--- config.mk ---
export PLATFORM = sky130hd
export DESIGN_NAME = serial_add_ctrl
export DESIGN_NICKNAME = d
export VERILOG_FILES = /design/src/rtl/serial_add_pkg.sv /design/src/rtl/serial_full_adder.sv /design/src/rtl/serial_add_ctrl.sv
export SDC_FILE = /design/constraint.sdc
export NUM_CORES = 1
export LEC_CHECK = 0
export ABC_AREA = 1
export CAP_MARGIN = 40
export CORE_MARGIN = 3
export CORE_UTILIZATION = 44
export DETAILED_ROUTE_END_ITERATION = 10
export PLACE_DENSITY = 0.73
export REMOVE_ABC_BUFFERS = 1
export SYNTH_ARGS = -nofsm -noshare
export SYNTH_HDL_FRONTEND = slang
export SYNTH_HIERARCHICAL = 1
export SYNTH_SLANG_ARGS = --single-unit
--- constraint.sdc ---
create_clock -name clk -period 1.3 [get_ports clk]
set_clock_uncertainty 0.05 [all_clocks]
set_input_delay 0.325 -clock clk [delete_from_list [all_inputs] [get_ports clk]]
set_output_delay 0.325 -clock clk [all_outputs]
set_load 0.01 [all_outputs]
--- src/rtl/serial_add_pkg.sv ---
// Shared definitions for the bit-serial adder sequencer: FSM state encoding,
// default operand width and small helper functions used by the datapath.
package serial_add_pkg;

    // IDLE waits for start, SHIFT processes one bit per clock, DONE pulses done.
    // The unused encoding 2'd3 is steered back to IDLE by the next-state logic.
    typedef enum logic [1:0] {
        IDLE  = 2'd0,
        SHIFT = 2'd1,
        DONE  = 2'd2
    } state_t;

    localparam int DEFAULT_WIDTH = 4;

    // Width of the bit counter that walks through WIDTH bit positions.
    function automatic int cnt_width(input int width);
        return $clog2(width);
    endfunction

    // Carry generate of a one-bit full adder.
    function automatic logic maj3(input logic x, input logic y, input logic z);
        return (x & y) | (x & z) | (y & z);
    endfunction

endpackage

--- src/rtl/serial_full_adder.sv ---
// One-bit full adder with a registered carry. The sum bit is combinational
// from the operand bits and the current carry; the carry advances only when
// enabled and is preloaded with the carry-in at the start of an addition.
module serial_full_adder
    import serial_add_pkg::*;
(
    input  logic clk,
    input  logic reset,
    input  logic load,
    input  logic cin_load,
    input  logic x,
    input  logic y,
    input  logic en,
    output logic s,
    output logic carry
);

    logic r_carry;

    // Carry register: cleared on reset, preloaded on load, advanced per shift.
    always_ff @(posedge clk) begin
        if (reset) begin
            r_carry <= 1'b0;
        end else if (load) begin
            r_carry <= cin_load;
        end else if (en) begin
            r_carry <= maj3(x, y, r_carry);
        end
    end

    assign s     = x ^ y ^ r_carry;
    assign carry = r_carry;

endmodule

--- src/rtl/serial_add_ctrl.sv ---
// Sequencer around a bit-serial adder. Captures two operands and a carry-in on
// an accepted start, shifts them LSB-first through a one-bit full adder, and
// assembles the sum MSB-in so bit 0 lands in place after WIDTH shifts.
// Completion is flagged by a single-cycle done pulse; busy covers SHIFT and DONE.
module serial_add_ctrl
    import serial_add_pkg::*;
#(
    parameter int WIDTH = DEFAULT_WIDTH
) (
    input  logic             clk,
    input  logic             reset,
    input  logic             start,
    input  logic [WIDTH-1:0] a,
    input  logic [WIDTH-1:0] b,
    input  logic             cin,
    output logic [WIDTH-1:0] sum,
    output logic             cout,
    output logic             busy,
    output logic             done
);

    localparam int                CNT_W    = cnt_width(WIDTH);
    localparam logic [CNT_W-1:0]  CNT_LAST = CNT_W'(WIDTH - 1);

    state_t           r_state;
    state_t           w_state_nxt;

    logic [WIDTH-1:0] r_op_a;
    logic [WIDTH-1:0] r_op_b;
    logic [WIDTH-1:0] r_sum;
    logic             r_cout;
    logic [CNT_W-1:0] r_cnt;

    logic             w_accept;
    logic             w_shift;
    logic             w_last;
    logic             w_s;
    logic             w_carry;

    // Start is only honoured in IDLE; in SHIFT/DONE it is ignored entirely.
    assign w_accept = (r_state == IDLE) && start;
    assign w_shift  = (r_state == SHIFT);
    assign w_last   = w_shift && (r_cnt == CNT_LAST);

    serial_full_adder u_fa (
        .clk      (clk),
        .reset    (reset),
        .load     (w_accept),
        .cin_load (cin),
        .x        (r_op_a[0]),
        .y        (r_op_b[0]),
        .en       (w_shift),
        .s        (w_s),
        .carry    (w_carry)
    );

    // State register.
    always_ff @(posedge clk) begin
        if (reset) begin
            r_state <= IDLE;
        end else begin
            r_state <= w_state_nxt;
        end
    end

    // Next-state logic; the unused encoding falls back to IDLE.
    always_comb begin
        w_state_nxt = IDLE;
        case (r_state)
            IDLE:    w_state_nxt = start ? SHIFT : IDLE;
            SHIFT:   w_state_nxt = (r_cnt == CNT_LAST) ? DONE : SHIFT;
            DONE:    w_state_nxt = IDLE;
            default: w_state_nxt = IDLE;
        endcase
    end

    // Status outputs decoded from the state register only (no input-to-output path).
    always_comb begin
        busy = 1'b0;
        done = 1'b0;
        case (r_state)
            SHIFT: busy = 1'b1;
            DONE: begin
                busy = 1'b1;
                done = 1'b1;
            end
            default: begin
                busy = 1'b0;
                done = 1'b0;
            end
        endcase
    end

    // Operand shifters, sum assembly, bit counter and carry-out capture.
    always_ff @(posedge clk) begin
        if (reset) begin
            r_op_a <= '0;
            r_op_b <= '0;
            r_sum  <= '0;
            r_cout <= 1'b0;
            r_cnt  <= '0;
        end else if (w_accept) begin
            r_op_a <= a;
            r_op_b <= b;
            r_sum  <= '0;
            r_cout <= 1'b0;
            r_cnt  <= '0;
        end else if (w_shift) begin
            r_op_a <= r_op_a >> 1;
            r_op_b <= r_op_b >> 1;
            r_sum  <= {w_s, r_sum[WIDTH-1:1]};
            r_cnt  <= r_cnt + CNT_W'(1);
            // Carry-out is the carry produced by the final bit position.
            if (w_last) begin
                r_cout <= maj3(r_op_a[0], r_op_b[0], w_carry);
            end
        end
    end

    assign sum  = r_sum;
    assign cout = r_cout;

endmodule

==> reports/qor.tcl, run 1 <==
set qor(outcome) {finished with violations}
set qor(violations) {setup timing}
set qor(route.vias.total) 833
set qor(crit_path_end_kind) {output port}
set qor(timing.final.crit_period_ns) 1.438
set qor(drc) 0
set qor(synth-seq-cells) 18
set qor(cts_root_buf) {clkbuf_4}
set qor(cts_tree) {yes}
set qor(insertion_delay_ns) 0.29
set qor(initial_utilization_pct) 48.66
set qor(route.detailed.wl_per_inst_um) 10.82
set qor(max_cap_violation_count) 0
set qor(finalWirelength_mm) 1.905
set qor(worst_slew_margin_rel_pct) 83.05
set qor(worst-slew-pin-transition_ns) 0.2537
set qor(timing.final.ws_setup_ns) -0.1376
set qor(area_fraction_of_the_dominant_cell_type_after_synthesis_pct) 40.68
set qor(cts.reportedPaths.clkPinSlew_ns) 0.10
set qor(dominant_cells_by_area_after_synthesis) {dfxtp_1, nand2_1, ha_1}
set qor(vdd_ir_drop_max_uv) 574.7
set qor(globalRoute.totalOverflow) 0
set qor(setup_repair_after_global_routing_missed_its_margin) {yes}
set qor(die_h_um) 50.87
set qor(netSwitchingFraction_pct) 27.72
set qor(grt.total_usage_pct) 15.66
set qor(netlist_area_um2) 885.9
set qor(worstPathArrival_ns) 1.06
set qor(grt_pass1_wl_mm) 3.063
set qor(maxSlewViolCount) 0
set qor(num_rows) 15
set qor(antenna-diode-count) 0
set qor(cp.required_ns) 0.93
set qor(pwr-share-seq_pct) 48.5
set qor(startpoint_types) {flop}
set qor(count_of_antenna_violating_nets_left_after_detailed_routing) 0
set qor(first_iter_violations) 11
set qor(power.combinational.fraction_pct) 24.1
set qor(drt_pass1_iterations) 4
set qor(final-hold-violation-count) 0
set qor(final_area_mm2) 0.001260
set qor(timing.final.crit_share_pct) 110.6
set qor(p_int_w) 0.0009066
set qor(clock_tree.htree_level_count) 1
set qor(boundary_pin_count) 19
set qor(power_dissipated_by_switching_net_loads_w) 0.0003476
set qor(timing.critical_path.fanout_max) 2
set qor(finalNetCount) 170
set qor(max_clock_freq_mhz) 695.6
set qor(die_area_mm2) 0.002588
set qor(post-dp-hpwl_mm) 1.332
set qor(yosysSeqAreaShare_pct) 40.68
set qor(placeableCoreArea_mm2) 0.001821
set qor(cts_max_path_buffers) 2
set qor(synth_warnings) 6
set qor(syn_to_final_growth_pct) 42.23
set qor(hold_path.class) {flop to flop}
set qor(maximum_number_of_pins_on_one_net_before_global_route_repair) 15
set qor(placed_cell_areas_mm2) 0.001141
set qor(holdBufCountCts) 0
set qor(die_width_um) 50.87
set qor(cts_inserted_buffers) 3
set qor(clk_network_pwr_share_pct) 27.3
set qor(synth_cell_type_count) 18
set qor(avgViaCountPerCell) 4.733
set qor(clock_sink_count) 18
set qor(power.density_cell_area_mw_per_mm2) 995.4
set qor(post_synth.cell_area_avg_um2) 7.202
set qor(cellLeakagePower_nw) 0.5573
set qor(syn_inst) 123
set qor(gpl.final_weighted_congestion) 0.7173
set qor(fraction_of_final_layout_cells_with_drive_strength_greater_than_1_pct) 27.81
set qor(crit_type) {flop to output port}
set qor(io_buffer_count) 18
set qor(cts_setup_buffers) 0
set qor(whs_ns) 0.4235
set qor(number_of_antenna_violations_at_the_first_check_in_global_routing) 0
set qor(post-synth-top-area-cell) {dfxtp_1}
set qor(final-setup-viol-count) 2
set qor(first_global_vias) 737
## per-layer routing
metal	wire [um]	GRT usage, %	vias to the layer above
met5	0	0	-
met3	68	3.499	2
met1	798	17.34	376
met4	12	6.726	0
li1	-	-	438
met2	1025	28.48	17
## power by group through the flow
stage / combinational, W / sequential [W] / clock, W
6_report: 0.000302 / 0.000609 / 0.000343
5_1_grt: 0.000337 / 0.000615 / 0.000382
4_1_cts: 0.000282 / 0.000610 / 0.000355
3_5_place_dp: 0.000263 / 0.000622 / 0
3_3_place_gp: 0.000257 / 0.000621 / 0
2_1_floorplan: 0.000147 / 0.000620 / 0
## timing repair
item | CTS | global route
endpoints found under the setup margin | 19 | 21
resized for setup | 28 | 22
pin swaps | 2 | 6
hold endpoints to repair | 0 | 0
## flip-flops by register name, indices dropped and copies added (netlist names)
register	cells
sum	4
cout	1
r_cnt	2
r_op_a	4
u_fa/carry	1
r_state	2
r_op_b	4
## synth_stat cells
cell and instances:
nand2_1 44, dfxtp_1 18, inv_1 13, a21oi_1 12, nand3_1 8, nor2_1 7
ha_1 5, inv_2 3, a21oi_2 2, buf_4 2, o21bai_1 2, buf_2 1
buf_6 1, fa_1 1, nand2_2 1, nor3b_1 1, o21ai_1 1, xnor2_1 1
## per-stage QoR
step / setup WS (ns) / total power (W) / utilization (%) / instances / TNS [ns]
2_1_floorplan: 0.007774 / 0.0007661 / - / 119 / 0
3_3_place_gp: -0.2180 / 0.0008782 / 62.68 / 172 / -1.429
3_5_place_dp: -0.2620 / 0.0008843 / 62.68 / 172 / -1.624
4_1_cts: -0.1602 / 0.001247 / 67.22 / 176 / -0.2908
5_1_grt: -0.1957 / 0.001334 / 69.21 / 176 / -0.4866
6_report: -0.1376 / 0.001254 / 69.21 / 176 / -0.2650
## worst max-delay path, cell delays in order, from the launching register on
cell and delay, ns:
dfxtp_4 0.39, inv_4 0.05, ha_4 0.22, buf_6 0.11
## layout by cell type, fill, tap and decap left out, types with 4 or more instances in the layout
master / Yosys / routed
nand2_1: 44 / 41
dfxtp_1: 18 / 14
inv_1: 13 / 11
clkdlybuf4s50_1: 0 / 11
a21oi_1: 12 / 9
nand3_1: 8 / 8
buf_6: 1 / 8
nor2_1: 7 / 7
a21oi_2: 2 / 5
inv_2: 3 / 4
nand2_2: 1 / 4
buf_4: 2 / 4
## logic make-up after synthesis
logic type / after synthesis / share of synthesized area [%]
compound gates: 17 / 11.02
xor+xnor: 1 / 0.9889
fa+ha+maj: 6 / 9.322
buf+inv: 20 / 10.31
flops: 18 / 40.68
simple gates: 61 / 27.69
## cell type report
class | instances | area, um^2
clock buffer | 4 | 36.28
multi-input combinational | 85 | 496.7
inverter | 16 | 62.56
timing repair buffer | 28 | 265.3
fill | 159 | 560.5
sequential | 18 | 367.9
tap | 25 | 31.28
## worst paths after layout
kind / from / to / slack (ns) / cells after the start
worst min-delay path: sum[0] / sum[0] / 0.42 / 2
worst max-delay path: r_state[1] / busy / -0.14 / 3
worst max register to register: r_state[1] / r_op_b[0] / 0.02 / 8
worst min register to register: sum[0] / sum[0] / 0.42 / 2
Power figures use the tool's default switching activity.
==> inputs of run 2 (changes only) <==
--- a/config.mk
+++ b/config.mk
@@ -7,12 +7,15 @@
 export LEC_CHECK = 0
 export ABC_AREA = 1
 export CAP_MARGIN = 40
+export CELL_PAD_IN_SITES_DETAIL_PLACEMENT = 0
+export CELL_PAD_IN_SITES_GLOBAL_PLACEMENT = 1
 export CORE_MARGIN = 3
-export CORE_UTILIZATION = 44
+export CORE_UTILIZATION = 31
 export DETAILED_ROUTE_END_ITERATION = 10
-export PLACE_DENSITY = 0.73
+export PLACE_DENSITY = 0.71
 export REMOVE_ABC_BUFFERS = 1
 export SYNTH_ARGS = -nofsm -noshare
 export SYNTH_HDL_FRONTEND = slang
 export SYNTH_HIERARCHICAL = 1
 export SYNTH_SLANG_ARGS = --single-unit
+export TNS_END_PERCENT = 50
==> reports/qor.tcl, run 2 (synthesis gave the netlist of run 1 again) <==
set qor(crit_cells) 4
set qor(timing.critical_path.fanout_max) 2
set qor(cts_root_buf) {clkbuf_4}
set qor(grt_pass1_wl_mm) 3.153
set qor(worst-slew-pin-transition_ns) 0.2523
set qor(crit_type) {flop to output port}
set qor(startpoint_types) {flop}
set qor(timing.reg2reg.worst_path_depth) 8
set qor(crit-reg2reg-launch) {r_state[1]}
set qor(timing.final.ws_setup_ns) -0.1324
set qor(max_clock_freq_mhz) 698.1
set qor(worst_slew_margin_rel_pct) 83.14
set qor(whs_ns) 0.4228
set qor(crit_path_end_kind) {output port}
set qor(die_area_mm2) 0.003535
set qor(cts_max_path_buffers) 2
set qor(min_to) {r_cnt[1]}
set qor(finish.utilization_pct) 48.26
set qor(cells_along_the_critical_path) {inv_2, buf_6, ha_4, buf_6}
set qor(critical_path.most_common_cell) {buf_6}
set qor(clock_tree.htree_level_count) 1
set qor(timing.final.crit_period_ns) 1.432
set qor(initial_utilization_pct) 34.20
set qor(finalWirelength_mm) 1.900
set qor(setup_repair_after_global_routing_missed_its_margin) {yes}
set qor(timing.hold.worst_path_depth) 2
set qor(worst_path_dominant_cell_family) {flip-flops}
set qor(maximum_number_of_pins_on_one_net_before_global_route_repair) 15
set qor(min-delay-start) {r_cnt[1]}
set qor(worstPathArrival_ns) 1.06
set qor(final-setup-viol-count) 2
set qor(insertion_delay_ns) 0.30
set qor(io_buffer_count) 18
set qor(antenna-diode-count) 0
set qor(holdBufCountCts) 0
set qor(grt.total_usage_pct) 12.07
set qor(placeableCoreArea_mm2) 0.002590
set qor(finalNetCount) 171
set qor(maxSlewViolCount) 0
set qor(power.density_cell_area_mw_per_mm2) 1011
set qor(total_power_w) 0.001264
set qor(cellLeakagePower_nw) 0.5662
set qor(reg2reg_to) {r_op_b[0]}
set qor(violations) {setup timing}
set qor(dp_slack_ns) -0.2474
set qor(critPathBufInv) 3
set qor(cp.required_ns) 0.93
set qor(hold_path.class) {flop to flop}
set qor(route.detailed.wl_per_inst_um) 10.44
set qor(reg2reg_slack_ns) 0.09
set qor(cts_inserted_buffers) 3
set qor(max_cap_violation_count) 0
set qor(vdd_ir_drop_max_uv) 697.8
set qor(globalRoute.totalOverflow) 0
set qor(drc) 0
set qor(syn_to_final_growth_pct) 41.10
set qor(gpl.final_weighted_congestion) 0.7092
set qor(cts.reportedPaths.clkPinSlew_ns) 0.11
set qor(cpMaxStageDelayCell) {dfxtp_2}
set qor(fraction_of_final_layout_cells_with_drive_strength_greater_than_1_pct) 27.63
set qor(final-hold-violation-count) 0
set qor(drt_pass1_iterations) 4
set qor(num_rows) 18
set qor(route.vias.total) 815
set qor(outcome) {finished with violations}
set qor(post-dp-hpwl_mm) 1.395
set qor(die_width_um) 59.46
set qor(first_iter_violations) 13
set qor(first_global_vias) 744
set qor(count_of_antenna_violating_nets_left_after_detailed_routing) 0
set qor(boundary_pin_count) 19
set qor(die_h_um) 59.46
set qor(number_of_antenna_violations_at_the_first_check_in_global_routing) 0
set qor(cts_tree) {yes}
set qor(critical_path.max_stage_delay_ns) 0.35
set qor(mostFrequentLayoutCell) {nand2_1}
set qor(clock_sink_count) 18
set qor(avgViaCountPerCell) 4.478
set qor(timing.final.crit_share_pct) 110.2
set qor(layout_common_cells) {nand2_1, dfxtp_1, inv_1, clkdlybuf4s50_1, a21oi_1}
==> run 2: changes by cell type in the layout (fill, tap and decap cells not counted), moves of 2 or more <==
cell,before,now
dfxtp_1,14,16
clkdlybuf4s15_1,2,0
buf_4,4,7
buf_6,8,6
clkbuf_2,3,5
==> run 2: timing repair <==
| action | in CTS | in global routing |
|---|---|---|
| endpoints found under the setup margin | 18 | 18 |
| pin swaps | 0 | 7 |
| setup buffers | 1 | 0 |
| resized for setup | 26 | 20 |
==> run 2: stage by stage <==
stage / instances / TNS, ns / instance area, um^2
floorplan: 119 / 0 / 854.6
global placement: 178 / -1.804 / 1155
detailed placement: 178 / -2.212 / 1155
CTS: 183 / -0.3405 / 1224
global route: 182 / -0.3770 / 1250
finish: 182 / -0.2605 / 1250
==> run 2: cell type report <==
type | count | area [um^2]
clock buffer | 4 | 36.28
tap | 30 | 37.54
multi-input combinational | 85 | 498.0
inverter | 16 | 60.06
sequential | 18 | 362.8
fill | 287 | 1340
timing repair buffer | 29 | 255.2
==> run 2: how the worst max path moves through the flow <==
stage               startpoint          to  slack [ns]
floorplan           r_state[0]  u_fa/carry       0.008
global placement    r_state[0]        busy       -0.22
detailed placement  r_state[0]        busy       -0.25
CTS                 r_state[0]        busy       -0.18
global route        r_state[1]        busy       -0.19
finish              r_state[0]        done       -0.13
==> run 2: worst register-to-register path, cell delays in order, from the launching register on <==
cell and delay (ns):
dfxtp_2 0.34, inv_2 0.08, buf_6 0.11, ha_4 0.18
buf_6 0.12, nand2_4 0.05, nand2_2 0.06, nand2_2 0.05
a21oi_2 0.12
==> run 2: power breakdown <==
group	total (W)	switching, W	internal (W)	leakage [nW]
combinational	0.000296	0.000150	0.000147	0.397
sequential	0.000612	0.0000259	0.000587	0.148
clock	0.000355	0.000184	0.000171	0.0210
total	0.00126	0.000360	0.000904	0.566
==> run 2: metal layers <==
| metal | vias up | GRT usage (%) | routed length [um] |
|---|---|---|---|
| met2 | 13 | 19.50 | 867 |
| li1 | 439 | - | - |
| met5 | - | 0 | 0 |
| met4 | 0 | 3.883 | 21 |
| met3 | 4 | 4.575 | 96 |
| met1 | 359 | 14.68 | 914 |
